**config.mk**
```make
export PLATFORM = sky130hd
export DESIGN_NAME = nibble_seq_adder
export DESIGN_NICKNAME = d
export VERILOG_FILES = /design/src/rtl/nibble_seq_adder.sv
export SDC_FILE = /design/constraint.sdc
export NUM_CORES = 1
export LEC_CHECK = 0
export ABC_AREA = 0
export ABC_CLOCK_PERIOD_IN_PS = 2250
export CAP_MARGIN = 15
export CORE_ASPECT_RATIO = 1.75
export CORE_MARGIN = 4
export CORE_UTILIZATION = 40
export CTS_CLUSTER_SIZE = 28
export DETAILED_ROUTE_END_ITERATION = 10
export HOLD_SLACK_MARGIN = 0.03
export PLACE_DENSITY = 0.77
export SETUP_SLACK_MARGIN = 0.15
export SLEW_MARGIN = 10
export SYNTH_ARGS = -nofsm -noshare
export SYNTH_HDL_FRONTEND = slang
export SYNTH_SLANG_ARGS = --single-unit
```
**constraint.sdc**
```tcl
create_clock -name clk -period 2.25 [get_ports clk]
set_input_delay 0.3375 -clock clk [delete_from_list [all_inputs] [get_ports clk]]
set_output_delay 0.3375 -clock clk [all_outputs]
set_load 0.01 [all_outputs]
```
**src/rtl/nibble_seq_adder.sv**
```systemverilog
`default_nettype none
// ============================================================================
// Module      : nibble_seq_adder
// Description : Adds two NIBBLES*4-bit operands one nibble per cycle through
//               an external combinational 4-bit adder, with a valid/ready
//               handshake on both sides.
//               Optional macro NIBBLE_SEQ_ADDER_OVF_EN enables the signed
//               overflow flag; when undefined Ovf is tied to 0.
// Revision    : 1.0 - initial release
// ============================================================================
module nibble_seq_adder #(
   parameter int NIBBLES = 4
) (
   input  logic                   clk,
   input  logic                   rst,
   input  logic [4*NIBBLES-1:0]   A,
   input  logic [4*NIBBLES-1:0]   B,
   input  logic                   Cin,
   input  logic                   In_valid,
   output logic                   In_ready,
   output logic [3:0]             Add_A,
   output logic [3:0]             Add_B,
   output logic                   Add_Cin,
   input  logic [3:0]             Add_Sum,
   input  logic                   Add_Cout,
   output logic [4*NIBBLES-1:0]   Sum,
   output logic                   Cout,
   output logic                   Ovf,
   output logic                   Out_valid,
   input  logic                   Out_ready,
   output logic                   Busy
);

   localparam int W    = 4 * NIBBLES;
   localparam int IDXW = $clog2(NIBBLES);
   localparam logic [IDXW-1:0] LAST_IDX = IDXW'(NIBBLES - 1);

   typedef enum logic [1:0] {
      S_IDLE = 2'd0,
      S_RUN  = 2'd1,
      S_DONE = 2'd2
   } state_t;

   state_t          state_q;
   logic [IDXW-1:0] idx_q;
   logic [W-1:0]    a_q;
   logic [W-1:0]    b_q;
   logic            cin_q;
   logic            carry_q;
   logic [W-1:0]    sum_q;
   logic            cout_q;
   logic            out_valid_q;
   logic            run_d;

   assign run_d = (state_q == S_RUN);

   // The external adder only sees operand slices while a sum is in flight.
   assign Add_A   = run_d ? a_q[4*idx_q +: 4] : 4'd0;
   assign Add_B   = run_d ? b_q[4*idx_q +: 4] : 4'd0;
   assign Add_Cin = run_d ? ((idx_q == '0) ? cin_q : carry_q) : 1'b0;

   assign In_ready  = (state_q == S_IDLE);
   assign Busy      = run_d;
   assign Sum       = sum_q;
   assign Cout      = cout_q;
   assign Out_valid = out_valid_q;

   always_ff @(posedge clk) begin
      if (rst) begin
         state_q     <= S_IDLE;
         idx_q       <= '0;
         a_q         <= '0;
         b_q         <= '0;
         cin_q       <= 1'b0;
         carry_q     <= 1'b0;
         sum_q       <= '0;
         cout_q      <= 1'b0;
         out_valid_q <= 1'b0;
      end else begin
         case (state_q)
            S_IDLE: begin
               if (In_valid) begin
                  a_q     <= A;
                  b_q     <= B;
                  cin_q   <= Cin;
                  idx_q   <= '0;
                  sum_q   <= '0;
                  state_q <= S_RUN;
               end
            end
            S_RUN: begin
               sum_q[4*idx_q +: 4] <= Add_Sum;
               carry_q             <= Add_Cout;
               if (idx_q == LAST_IDX) begin
                  cout_q      <= Add_Cout;
                  out_valid_q <= 1'b1;
                  state_q     <= S_DONE;
               end else begin
                  idx_q <= idx_q + 1'b1;
               end
            end
            S_DONE: begin
               if (Out_ready) begin
                  out_valid_q <= 1'b0;
                  state_q     <= S_IDLE;
               end
            end
            default: begin
               state_q <= S_IDLE;
            end
         endcase
      end
   end

`ifdef NIBBLE_SEQ_ADDER_OVF_EN
   logic ovf_q;

   // Signed overflow: like-signed operands producing an opposite-signed result.
   always_ff @(posedge clk) begin
      if (rst) begin
         ovf_q <= 1'b0;
      end else if (run_d && (idx_q == LAST_IDX)) begin
         ovf_q <= (a_q[W-1] == b_q[W-1]) && (Add_Sum[3] != a_q[W-1]);
      end
   end

   assign Ovf = ovf_q;
`else
   assign Ovf = 1'b0;
`endif

endmodule
`default_nettype wire

```
* Word level (Yosys, flattened, before mapping) *
Cells that the tools add are included.

storage, ports and cells
  bits in registers = 56
  input bits = 42

cells by class
  $add $sub $neg = 2
  equal/unequal tests = 7
  shift-type cells = 4
  muxes and demuxes = 17
  reduce and logical (&&, ||, !) cells = 10

operators with widths
  operator                                               count
  negation 4 -> 34 bit                                   1
  variable shift 4 x 34 -> 16 bit, first input constant  1
  indexed part select 4 x 34 -> 16 bit                   1
  case mux 16 bit (2 select lines)                       1
  indexed part select 16 x 5 -> 4 bit                    2
  bitwise mux 16 bit                                     1
  two-way mux 16 bit                                     1
  two-way mux 2 bit                                      5
  AND reduction 3 bit                                    3
  two-way mux 4 bit                                      2
  != test 2 bit, second input constant                   3
  case mux 2 bit (3 select lines)                        1
  AND reduction 2 bit                                    3
  equality test 2 bit, second input constant             2
  zero test 2 bit                                        2
  two-way mux 1 bit                                      4
  case mux 2 bit (2 select lines)                        1
  nonzero test 2 bit                                     2
  adder 2 x 1 -> 2 bit, second input constant            1
  equality test 2 x 1 -> 1 bit, second input constant    1
  != test 2 x 1 -> 1 bit, second input constant          1
  case mux 1 bit (2 select lines)                        1

* Depth between registers and ports, before layout *
  depth in word-level cells = 4
  depth in mapped cells = 6

* Least setup slack after synthesis *
OpenSTA, ideal clock, no wires.

  path kind = flip-flop to flip-flop
  from = register idx_q[1]
  to = register sum_q[4] (netlist: Sum[4])
  arrival time = 1686 ps
  data required time = 2191 ps
  path slack = 505 ps
  stages on the path, launching flop included = 7
  buffers on the path = 1
  clock period less this slack = 1745 ps
  cells stage by stage = dfxtp_1 > clkbuf_1 > inv_1 > ha_1 > and4bb_2 > and3_1 > a22o_1

between the ends
  longest elaborated chain between the ends = 4

RTL lines
  element                                                                                  line  text
  start: declaration                                                                       45    logic [IDXW-1:0] idx_q;
  start signal: assignment                                                                 99    idx_q <= idx_q + 1'b1;
  negation 4 -> 34 bit *                                                                   92    sum_q[4*idx_q +: 4] <= Add_Sum;
  indexed part select 4 x 34 -> 16 bit or variable shift 4 x 34 -> 16 bit (tied branches)  92
  bitwise mux 16 bit *                                                                     92
  case mux 16 bit (2 select lines) *                                                       80    case (state_q)
  end signal: indexed assignment                                                           92
  end: declaration                                                                         50    logic [W-1:0] sum_q;

Every way passes the cells marked *; elsewhere a longest branch is shown, timed or not.
A chain may end at the register's enable or synchronous reset.

* Final worst setup path *
  from = register idx_q[0]
  to = output port Add_B[3]

between the ends
  longest elaborated chain between the ends = 2

RTL lines
  element                              line  text
  indexed part select 16 x 5 -> 4 bit  59    assign Add_B = run_d ? b_q[4*idx_q +: 4] : 4'd0;
  two-way mux 4 bit                    59
  end: declaration                     22    output logic [3:0] Add_B,

Every way passes these cells.

==> metrics.md <==
| Metric | Value |
|---|---|
| Total track usage | 15.4% |
| Starting Density | 41.9% |
| CTS Sinks | 56 |
| Pwr Density | 581 nW/um^2 |
| Largest net degree at the start of global routing | 36 |
| Port-buffer cells | 70 |
| CTS Buf Count | 5 |
| DR iter-0 viols | 42 |
| Critical path buffers and inverters | 2 |
| Vias per cell | 4.93 |
| Synthesis Warnings | 0 |
| Period minus WS final | 2.05 ns |
| Most frequent cells in the layout | nand2_1 (70), clkdlybuf4s50_1 (60), dfxtp_1 (54) |
| Setup TNS Final | 0 ns |
| P&R area growth vs syn | 33.6% |
| CTS root buf | clkbuf_8 |
| Final Cycle Share | 91.1% |
| First-pass GRT wire length | 9.04 mm |
| Crit. End Element | primary output |
| Top delay family on crit path | multiplexers |
| Final #Nets | 380 |
| I/O Pins | 72 |
| HPWL after DPL | 4.21 mm |
| Worst-margin pin slew | 0.593 ns |
| Peak VDD IR | 0.419 mV |
| Mapped Area | 2500 sq um |
| DIE AREA | 7630 sq um |
| Outcome | finished clean |
| RSZ-0062 raised after global routing | no |
| Fill count | 531 |
| Largest cells by area after synthesis | dfxtp_1 (45%), nand2_1 (11%), a21oi_1 (7.2%), mux4_2 (7.2%), a22o_1 (4.2%) |
| Via total after detailed routing | 2026 |
| CTS tree | yes |
| Fmax | 0.488 GHz |
| Vias in the first global route | 1982 |
| Routed WL | 5.69 mm |
| Max Clock Skew | 0.0142 ns |
| Worst Path Max Fanout | 7 |
| Leakage | 1.26 nW |
| CTS max path bufs | 2 |
| Critical path's slowest cell | mux4_2 |
| Synth cell types | 33 |
| H-Tree Level Count | 2 |
| Slew margin rel. | 60.5% |
| Total global routing overflow | 0 |
| Final Hold Violating Endpoints | 0 |
| Setup ws final | 0.201 ns |
| CP cell instances | buf_8 -> mux4_2 -> nor2b_1 -> dlygate4sd2_1 |
| CP Launch Type | flop |
| DRT antenna net count | 0 |
| WP data required | 1.91 ns |
| FP Rows | 37 |
| Total core area | 5970 sq um |
| Max_cap viols | 0 |
| DR DRC count | 0 |
| # diodes | 0 |
| Post-synth EDFFs | 0 |
| Ys flop type | dfxtp_1 |
| Chip Width | 67.8 um |
| Worst-path clk slew | 0.09 ns |
| Async SR Flop Fraction | 0% |
| Synthesis-stage register bit count | 56 |
| Syn Inst Count | 263 |
| Syn Area/Cell | 9.51 sq um |
| Sequential element share of the synthesized area | 44.8% |
| DR pass1 iterations | 4 |
| Layout Utilization | 55.9% |
| GPL Wtd Cong | 0.765 |
| Max incr delay on CP | 0.48 ns |
| Worst min path class | reg2reg |
| WS Path Type | reg2out |
| Average routed wire per standard cell | 13.8 um |
| Post-synth top area cell | dfxtp_1 |
| Clk Latency, worst-skew pair | 0.31 ns |
| Hold Buf Count CTS | 0 |
| Die Ht | 113 um |
| Commonest non-fill, non-tap cell in the layout | nand2_1 |
| Place WS | 0.202 ns |
| CP arrival | 1.71 ns |
| Slew Viols, Final | 0 |
| Worst Hold Slack | 0.459 ns |
| Mapped Nets | 311 |
| Antenna violations before repair | 0 |
| Endpoints failing setup | 0 |
| Share of post-route cells with drive strength above 1 | 13.5% |
| Yosys top cell area share | 44.8% |
sequential cells by signal (all words and copies together) (netlist names), 2 cells and up:
register / cells
idx_q: 2
a_q: 16
b_q: 16
Sum: 16
state_q: 2
worst reg2reg max path, cell delays in order, from the launching register on:
cell     delay (ns)
dfxtp_2        0.34
buf_8          0.14
buf_4          0.14
buf_4          0.17
ha_1           0.23
or3b_4         0.40
or3_1          0.33
o31ai_1        0.09
cell type report:
| class | count | area (sq um) | share of cell area [%] |
|---|---|---|---|
| Clock buffer | 7 | 76.3 | 2.29 |
| Sequential cell | 56 | 1120 | 33.6 |
| Timing Repair Buffer | 80 | 766 | 22.9 |
| Inverter | 8 | 33.8 | 1.01 |
| Tap cell | 78 | 97.6 | 2.92 |
| Multi-Input combinational cell | 181 | 1230 | 36.9 |
| Clock inverter | 1 | 8.76 | 0.262 |
power by group:
| part | switching [mW] | internal [mW] |
|---|---|---|
| logic | 0.161 | 0.186 |
| registers | 0.0229 | 1.04 |
| clock network | 0.312 | 0.223 |
what timing repair did:
action / CTS / global route
resized for setup: 15 / 12
endpoints found under the hold margin: 0 / 0
setup buffers: 2 / 0
setup endpoints to repair: 10 / 9
cells by family (layout without fill, tap and decap cells):
group | count (synthesis) | after routing | synth area share [%]
adders and majority gates | 6 | 6 | 3.00
DFF | 56 | 56 | 44.8
AOI/OAI and AO/OA | 59 | 59 | 15.1
and+or+nand+nor | 100 | 100 | 20.2
buffers and inverters | 26 | 96 | 6.51
muxes | 15 | 15 | 10.2
other | 1 | 1 | 0.150
Yosys cell counts (all sizes together), types with 2 or more instances:
| library cell | count |
|---|---|
| a21oi | 40 |
| nand2b | 2 |
| ha | 6 |
| a22o | 12 |
| or3 | 2 |
| inv | 8 |
| dfxtp | 56 |
| nor2b | 12 |
| or3b | 2 |
| nor2 | 4 |
| nand2 | 70 |
| o2bb2ai | 4 |
| clkbuf | 6 |
| nand3b | 2 |
| buf | 12 |
| mux4 | 8 |
| mux2i | 3 |
| mux2 | 4 |
per-layer routing:
metal	GRT usage (%)	vias up	routed length, um
met3	3.00	9	271
li1	-	1030	-
met2	27.7	62	3080
met5	0	-	0
met1	17.0	925	2220
met4	6.23	0	120
per-stage QoR:
step           cells  cell area (sq um)  power, mW
3_5_place_dp     401               3220       1.42
2_1_floorplan    263               2500       1.29
4_1_cts          411               3320       1.95
5_1_grt          411               3340       2.03
3_3_place_gp     401               3220       1.41
6_report         411               3340       1.94
final timing paths:
path,from,end,slack (ns),depth (start not counted)
min,a_q[14],a_q[14],0.46,2
max reg2reg,idx_q[0],idx_q[0],0.32,7
max,idx_q[0],Add_B[3],0.20,4
min reg2reg,a_q[14],a_q[14],0.46,2
No activity file was read; power rests on OpenSTA's default activity.
